===== config.mk =====
export PLATFORM = sky130hd
export DESIGN_NAME = kernel_stream_gen
export DESIGN_NICKNAME = d
export VERILOG_FILES = /design/src/rtl/kernel_gen_pkg.sv /design/src/rtl/kernel_stream_gen_coef.sv /design/src/rtl/kernel_stream_gen.sv
export SDC_FILE = /design/constraint.sdc
export NUM_CORES = 1
export LEC_CHECK = 0
export CORE_UTILIZATION = 49
export CTS_BUF_LIST = sky130_fd_sc_hd__clkbuf_4 sky130_fd_sc_hd__clkbuf_8
export CTS_CLUSTER_SIZE = 24
export DETAILED_ROUTE_END_ITERATION = 8
export PLACE_DENSITY = 0.79
export SYNTH_ARGS = -nofsm -noshare
export SYNTH_HDL_FRONTEND = slang
export SYNTH_SLANG_ARGS = --single-unit

===== constraint.sdc =====
create_clock -name clk -period 2.6 [get_ports clk]
set_clock_uncertainty 0.2 [all_clocks]
set_input_delay 0.78 -clock clk [delete_from_list [all_inputs] [get_ports clk]]
set_output_delay 0.78 -clock clk [all_outputs]
set_load 0.05 [all_outputs]

===== src/rtl/kernel_gen_pkg.sv =====
// Shared types for the kernel stream generator: kernel modes and FSM state encoding.
package kernel_gen_pkg;

  localparam logic [1:0] MODE_EDGE     = 2'd0;
  localparam logic [1:0] MODE_PREWITT  = 2'd1;
  localparam logic [1:0] MODE_IDENTITY = 2'd2;
  localparam logic [1:0] MODE_RSVD     = 2'd3;

  typedef enum logic [1:0] {
    KM_EDGE     = MODE_EDGE,
    KM_PREWITT  = MODE_PREWITT,
    KM_IDENTITY = MODE_IDENTITY,
    KM_RSVD     = MODE_RSVD
  } kernel_mode_t;

  typedef logic [0:0] kgen_state_t;
  localparam kgen_state_t IDLE   = 1'b0;
  localparam kgen_state_t STREAM = 1'b1;

endpackage


===== src/rtl/kernel_stream_gen_coef.sv =====
// Combinational X/Y coefficient lookup for one (row, col) position of a KSIZE x KSIZE kernel.
module kgen_coef
  import kernel_gen_pkg::*;
#(
  parameter int KSIZE = 3,
  parameter int CW    = 5,
  parameter int SW    = 4
) (
  input  logic [$clog2(KSIZE)-1:0] row,
  input  logic [$clog2(KSIZE)-1:0] col,
  input  kernel_mode_t             mode,
  input  logic [SW-1:0]            scalar,
  output logic signed [CW-1:0]     x,
  output logic signed [CW-1:0]     y
);

  localparam int RW = $clog2(KSIZE);
  localparam logic [RW-1:0] MID = RW'((KSIZE - 1) / 2);

  function automatic logic signed [CW-1:0] neg_wrap(input logic signed [CW-1:0] v);
    return (~v) + 1'b1;
  endfunction

  logic signed [CW-1:0] s;
  logic signed [CW-1:0] wr;
  logic signed [CW-1:0] wc;

  always_comb begin
    x  = '0;
    y  = '0;
    s  = (mode == KM_EDGE) ? {{(CW-SW){1'b0}}, scalar} : CW'(1);
    wr = (row == MID) ? s : CW'(1);
    wc = (col == MID) ? s : CW'(1);
    // reserved mode falls through to identity
    if (mode == KM_EDGE || mode == KM_PREWITT) begin
      x = (col < MID) ? wr : ((col == MID) ? '0 : neg_wrap(wr));
      y = (row < MID) ? wc : ((row == MID) ? '0 : neg_wrap(wc));
    end else begin
      x = (row == MID && col == MID) ? CW'(1) : '0;
      y = x;
    end
  end

endmodule


===== src/rtl/kernel_stream_gen.sv =====
// Streams X/Y gradient-kernel coefficient pairs row-major after a config handshake.
// Optional KGEN_REPLAY_EN adds a replay input that restarts the last latched configuration.
module kernel_stream_gen
  import kernel_gen_pkg::*;
#(
  parameter int KSIZE = 3,
  parameter int CW    = 5,
  parameter int SW    = 4
) (
  input  logic                     clk,
  input  logic                     rst,
  input  logic                     cfg_valid,
  output logic                     cfg_ready,
  input  logic [1:0]               cfg_mode,
  input  logic [SW-1:0]            cfg_scalar,
`ifdef KGEN_REPLAY_EN
  input  logic                     replay,
`endif
  output logic                     coef_valid,
  input  logic                     coef_ready,
  output logic signed [CW-1:0]     coef_x,
  output logic signed [CW-1:0]     coef_y,
  output logic [$clog2(KSIZE)-1:0] coef_row,
  output logic [$clog2(KSIZE)-1:0] coef_col,
  output logic                     coef_last,
  output logic                     busy
);

  localparam int RW = $clog2(KSIZE);
  localparam logic [RW-1:0] LAST = RW'(KSIZE - 1);

  kgen_state_t          state_q, state_n;
  kernel_mode_t         mode_q, mode_n;
  logic [SW-1:0]        scalar_q, scalar_n;
  logic [RW-1:0]        row_n, col_n;
  logic signed [CW-1:0] x_n, y_n;
  logic                 replay_req;

`ifdef KGEN_REPLAY_EN
  assign replay_req = replay;
`else
  assign replay_req = 1'b0;
`endif

  always_comb begin
    state_n  = state_q;
    mode_n   = mode_q;
    scalar_n = scalar_q;
    row_n    = coef_row;
    col_n    = coef_col;
    if (state_q == IDLE) begin
      // cfg_ready is low for the first cycle after reset, so it gates both entries
      if (cfg_valid && cfg_ready) begin
        mode_n   = kernel_mode_t'(cfg_mode);
        scalar_n = cfg_scalar;
        row_n    = '0;
        col_n    = '0;
        state_n  = STREAM;
      end else if (replay_req && cfg_ready) begin
        row_n   = '0;
        col_n   = '0;
        state_n = STREAM;
      end
    end else if (coef_ready) begin
      if (coef_last) begin
        row_n   = '0;
        col_n   = '0;
        state_n = IDLE;
      end else if (coef_col == LAST) begin
        col_n = '0;
        row_n = coef_row + 1'b1;
      end else begin
        col_n = coef_col + 1'b1;
      end
    end
  end

  // coefficients are looked up for the next beat so the outputs come straight from flops
  kgen_coef #(
    .KSIZE (KSIZE),
    .CW    (CW),
    .SW    (SW)
  ) u_coef (
    .row    (row_n),
    .col    (col_n),
    .mode   (mode_n),
    .scalar (scalar_n),
    .x      (x_n),
    .y      (y_n)
  );

  always_ff @(posedge clk or posedge rst) begin
    if (rst) begin
      state_q    <= IDLE;
      mode_q     <= KM_EDGE;
      scalar_q   <= '0;
      coef_row   <= '0;
      coef_col   <= '0;
      coef_x     <= '0;
      coef_y     <= '0;
      coef_last  <= 1'b0;
      coef_valid <= 1'b0;
      busy       <= 1'b0;
      cfg_ready  <= 1'b0;
    end else begin
      state_q    <= state_n;
      mode_q     <= mode_n;
      scalar_q   <= scalar_n;
      coef_row   <= row_n;
      coef_col   <= col_n;
      coef_x     <= (state_n == STREAM) ? x_n : '0;
      coef_y     <= (state_n == STREAM) ? y_n : '0;
      coef_last  <= (state_n == STREAM) && (row_n == LAST) && (col_n == LAST);
      coef_valid <= (state_n == STREAM);
      busy       <= (state_n == STREAM);
      cfg_ready  <= (state_n == IDLE);
    end
  end

endmodule


Yosys cells after proc, flatten, opt, wreduce, memory -nomap -nowiden
Index checks and enable logic that the tools add are counted.
Widths: inputs -> output; s select.
{ "totals": {"ff_bits": 23, "input_bits": 10, "output_inout_bits": 18, "elab_cells": 60} }
{ "op_classes": {"addsub": 4, "n_lt_le_gt_ge": 2, "n_eq_ne": 6, "muxes": 30, "bitwise_logic": 3, "reduce_logical": 6} }
{ "op_table": {"columns": ["cell", "count"], "rows": [
  ["$mux 5", 10],
  ["$mux 2", 12],
  ["$mux 4", 3],
  ["$add 5x1->5 const B", 2],
  ["$not 5->5", 2],
  ["$eq 2x1->1 const B", 3],
  ["$eq 2x2->1 const B", 3],
  ["$mux 1", 5],
  ["$add 2x1->2 const B", 2],
  ["$logic_and 1x1->1", 4],
  ["$lt 2x1->1 const B", 2],
  ["$logic_not 2->1", 1],
  ["$logic_or 1x1->1", 1],
  ["$not 1->1", 1]
]} }

Longest topological paths before layout
{ "logic_depth": {"word_depth": 13, "ltp_mapped": 10, "depth_no_buf": 8} }

Modules after synthesis
Synthesis repeated with hierarchy kept, for this count alone.
{ "hier_totals": {"hier_cells": 117, "hier_area_um2": 1249.9} }
{ "by_module_without_submodules": {"columns": ["module", "instances", "cells_per_inst", "area_each_um2", "seq_area_each_um2"], "rows": [
  ["kernel_stream_gen", 1, 64, 868.3, 575.6],
  ["kgen_coef", 1, 53, 381.6, 0.0]
]} }

Worst setup path after synthesis
No wires, ideal clock.
{ "synth_timing": {"path_kind": "input to register", "start": "in coef_ready", "end": "reg coef_x[2]", "setup_time_ps": 69, "t_arrival_ps": 2442, "required_time_ps": 2331, "setup_slack_ps": -111, "stages": 9, "path_buffers": 2, "cell_sequence": "buf_6 or3b_4 nor4_4 a21o_1 buf_6 nand2_1 ha_1 a2111o_1 nand3_1"} }
{ "synth_between": {"elab_chain_cells": 10, "elab_cells_between_ends": 16, "classes_between": "1 x add/sub; 1 x order compare; 2 x eq/ne; 11 x mux; 1 x bitwise"} }
{ "synth_rtl": {"columns": ["item", "line", "text"], "rows": [
  ["start, declared", "kernel_stream_gen.sv:20", "input logic coef_ready,"],
  ["$mux 2", "kernel_stream_gen.sv:64", "end else if (coef_ready) begin"],
  ["$mux 2", "kernel_stream_gen.sv:51", "if (state_q == IDLE) begin"],
  ["$eq 2x1->1", "kernel_stream_gen_coef.sv:32", "wr = (row == MID) ? s : CW'(1);"],
  ["$mux 5", "kernel_stream_gen_coef.sv:32", null],
  ["$not 5->5", "kernel_stream_gen_coef.sv:21", "return (~v) + 1'b1;"],
  ["$add 5x1->5", "kernel_stream_gen_coef.sv:21", null],
  ["$mux 5 (2 in a row)", "kernel_stream_gen_coef.sv:36", "x = (col < MID) ? wr : ((col == MID) ? '0 : neg_wrap(wr));"],
  ["$mux 5", "kernel_stream_gen_coef.sv:35", "if (mode == KM_EDGE || mode == KM_PREWITT) begin"],
  ["$mux 5 (*)", "kernel_stream_gen.sv:111", "coef_x <= (state_n == STREAM) ? x_n : '0;"],
  ["end signal, assigned", "kernel_stream_gen.sv:111", null],
  ["end, declared", "kernel_stream_gen.sv:21", "output logic signed [CW-1:0] coef_x,"]
]} }
Every way passes the cells marked *; elsewhere a longest branch is shown, timed or not.

Worst setup path after layout
{ "layout_timing": {"start": "reg coef_x[2]", "end": "out coef_x[2]"} }
No word-level cell between the ends.

==> impl_metrics.csv <==
group,metric,value,unit
outcome,status,"complete, no violations",
logic_synthesis,synth_top_cell_by_area,"dfrtp_1",
cts,hold_buffers,0,
logic_synthesis,synthCells,155,
setup_path,r2r_start,"state_q$_DFF_PP0_",
power_and_ir_drop,p_leak,0.8931,nW
hold_path,holdPathStages,2,
job,maxCapViolCount,0,
drt,drc_errors,0,
cts,htreeDepth,1,
setup_path,crit_arrival,1.47,ns
setup_path,crit_path_max_fanout,1,
power_and_ir_drop,powerDensity,1313,nW/um^2
cts,path_clk_slew,0.13,ns
setup_path,cpPeakStageDelay,0.80,ns
global_route,track_usage,25.49,%
logic_synthesis,synthesis.area,1441,sq um
cts,cts_root_buf,"clkbuf_4",
sta,rsz0062_at_grt,"no",
cts,cts_buffers,3,
setup_path,start_kind,"flip-flop",
cts,cts_tree,"built",
cts,clk_latency,0.31,ns
setup_path,worstSetupPathDepth,1,
placed_design,place_inst,230,
layout,finish.net_count,218,
layout,diodes,0,
setup_path,cp_top_family,"buffers and inverters",
power_and_ir_drop,vdd_ir_drop_max,908.1,uV
sta,max_freq,408.4,MHz
layout,drive_gt1_share,28.78,%
hold_path,min_path_type,"flip-flop to flip-flop",
floorplan,initial_core_util,51.82,%
logic_synthesis,synth_ff_type,"dfrtp_1",
drt,wl_per_cell,15.79,um
sta,period_needed,2.448,ns
setup_path,crit_end,"coef_x[2]",
global_route,grt_pass1_vias,1360,
drt,first_pass_iters,4,
sta,fin_setup_tns,0,ns
floorplan,row_count,19,
placed_design,dp.final_hpwl,2.753,mm
sta,finalCritPeriodShare,94.17,%
setup_path,crit_slowest_cell,"clkdlybuf4s50_1",
logic_synthesis,synth-seq-cells,23,
logic_synthesis,synth_area_per_cell,9.299,sq um
floorplan,core,2781,sq um
sta,slew_violations,0,
layout,layout.cells.non_filler,236,
drt,routed_wl,3.726,mm
placed_design,port_buffers,27,
global_route,grt_pass1_wl,6.368,mm
sta,hold_viol,0,
setup_path,r2r_slack,0.26,ns
sta,worst_slew_pin_slew,0.5640,ns
setup_path,critPathRequiredTime,1.62,ns
cts,clockBufferDepth,2,
logic_synthesis,ys_async_sr_fraction,100.0,%
global_route,grt_antenna_before_repair,0,
setup_path,path_buf_inv,1,
setup_path,crit_path_end_kind,"output port",
global_route,grt-ovfl-total,0,
drt,viasPerCell,5.852,
cts,clock-sinks,23,
floorplan,die_height,56.24,um
layout,final_util,69.19,%
placed_design,gp_congestion,0.8949,
logic_synthesis,synth_top_area_share,39.93,%
logic_synthesis,ys_seq_area_share,39.93,%
setup_path,criticalPathCategory,"flip-flop to output port",
setup_path,reg2reg_to,"coef_y[3]$_DFF_PP0_",
logic_synthesis,synthesis.nets,167,
setup_path,critPathLaunch,"coef_x[2]$_DFF_PP0_",
floorplan,die-area,3162,sq um
setup_path,path_cells,"clkdlybuf4s50_1",
sta,setup_viol,0,
layout,area_growth,33.51,%
floorplan,io_pins,28,
drt,antenna_left,0,
logic_synthesis,synth-edff-count,0,
logic_synthesis,synth_cell_type_count,48,
logic_synthesis,synth_area_leaders,"dfrtp_1 40%, nand2_1 6.8%, a21oi_1 3.8%",
power_and_ir_drop,total_power,2.527,mW
logic_synthesis,ys_warn_count,0,
floorplan,die_x,56.24,um
drt,drtIter0Drc,62,
global_route,grt_max_degree,24,
drt,vias,1381,
setup_path,rr_worst_depth,7,
sta,slew-limit-headroom,62.40,%
[timing repair]
item                                    4_1_cts  5_1_grt
buffers inserted                              0        2
resized for setup                             2        7
pin swaps                                     1        3
endpoints found under the setup margin        3        4
[registers in the layout (all words and copies together), names as in the netlist]
register,flops
state_q,1
coef_row,2
coef_x,5
coef_col,2
coef_y,5
cfg_ready,1
mode_q,2
coef_last,1
scalar_q,4
[synthesized netlist by cell type (3+ instances only)]
master / instances
nor2_1: 9
nor2b_1: 3
dfrtp_1: 23
nand2_1: 26
nand3b_1: 3
nor3b_1: 5
buf_6: 4
buf_4: 3
nand3_1: 5
o211ai_1: 5
inv_1: 5
nand4_1: 3
a21oi_1: 11
[layout make-up]
cell class	count	area, sq um
sequential	23	575.6
clock buffer	3	22.52
fill	208	857.1
inverter	7	26.28
timing repair buffer	55	470.5
tap	31	38.79
clock inverter	1	5.005
multi-input combinational	116	785.8
[worst min-delay path by stage]
stage	end	slack (ns)	from
after floorplan	scalar_q[3]$_DFF_PP0_	0.24	scalar_q[3]$_DFF_PP0_
after global routing	scalar_q[0]$_DFF_PP0_	0.32	scalar_q[0]$_DFF_PP0_
after global placement	scalar_q[3]$_DFF_PP0_	0.26	scalar_q[3]$_DFF_PP0_
after detailed placement	scalar_q[0]$_DFF_PP0_	0.27	scalar_q[0]$_DFF_PP0_
after CTS	scalar_q[0]$_DFF_PP0_	0.30	scalar_q[0]$_DFF_PP0_
final	scalar_q[3]$_DFF_PP0_	0.30	scalar_q[3]$_DFF_PP0_
[where the power goes]
part / leakage [nW] / internal (mW) / switching, mW / total [mW]
logic: 0.582 / 0.669 / 1.02 / 1.69
registers: 0.294 / 0.508 / 0.162 / 0.670
clock network: 0.0177 / 0.0575 / 0.110 / 0.167
[stage by stage]
step,worst slack [ns],cell area [sq um],hold WS (ns)
finish,0.1515,1924,0.2984
global route,0.1023,1924,0.3188
CTS,0.01698,1886,0.2972
detailed placement,-0.3842,1856,0.2685
global placement,-0.3311,1856,0.2616
floorplan,0.001478,1446,0.2376
[kinds of logic after synthesis]
family,share of synthesized area (%)
AO/OA/AOI/OAI,17.53
multiplexers,2.257
AND/OR/NAND/NOR,31.34
buffers and inverters,7.205
adder cells (fa/ha/maj),1.736
flip-flops,39.93
[cells in the final DEF, fill, tap and decap left out, types with 5 or more instances in the layout]
cell type / instances
dfrtp_1: 23
buf_4: 34
clkdlybuf4s50_1: 17
inv_1: 5
nor2_1: 9
nor3b_1: 5
nand3_1: 5
a21oi_1: 9
nand2_1: 24
o211ai_1: 5
[per-layer routing]
layer	GRT usage (%)	routed length [um]
met2	44.73	1926
met4	7.666	66
met5	0	0
met3	3.256	179
met1	32.64	1553
No activity file was read; power rests on OpenSTA's default activity.
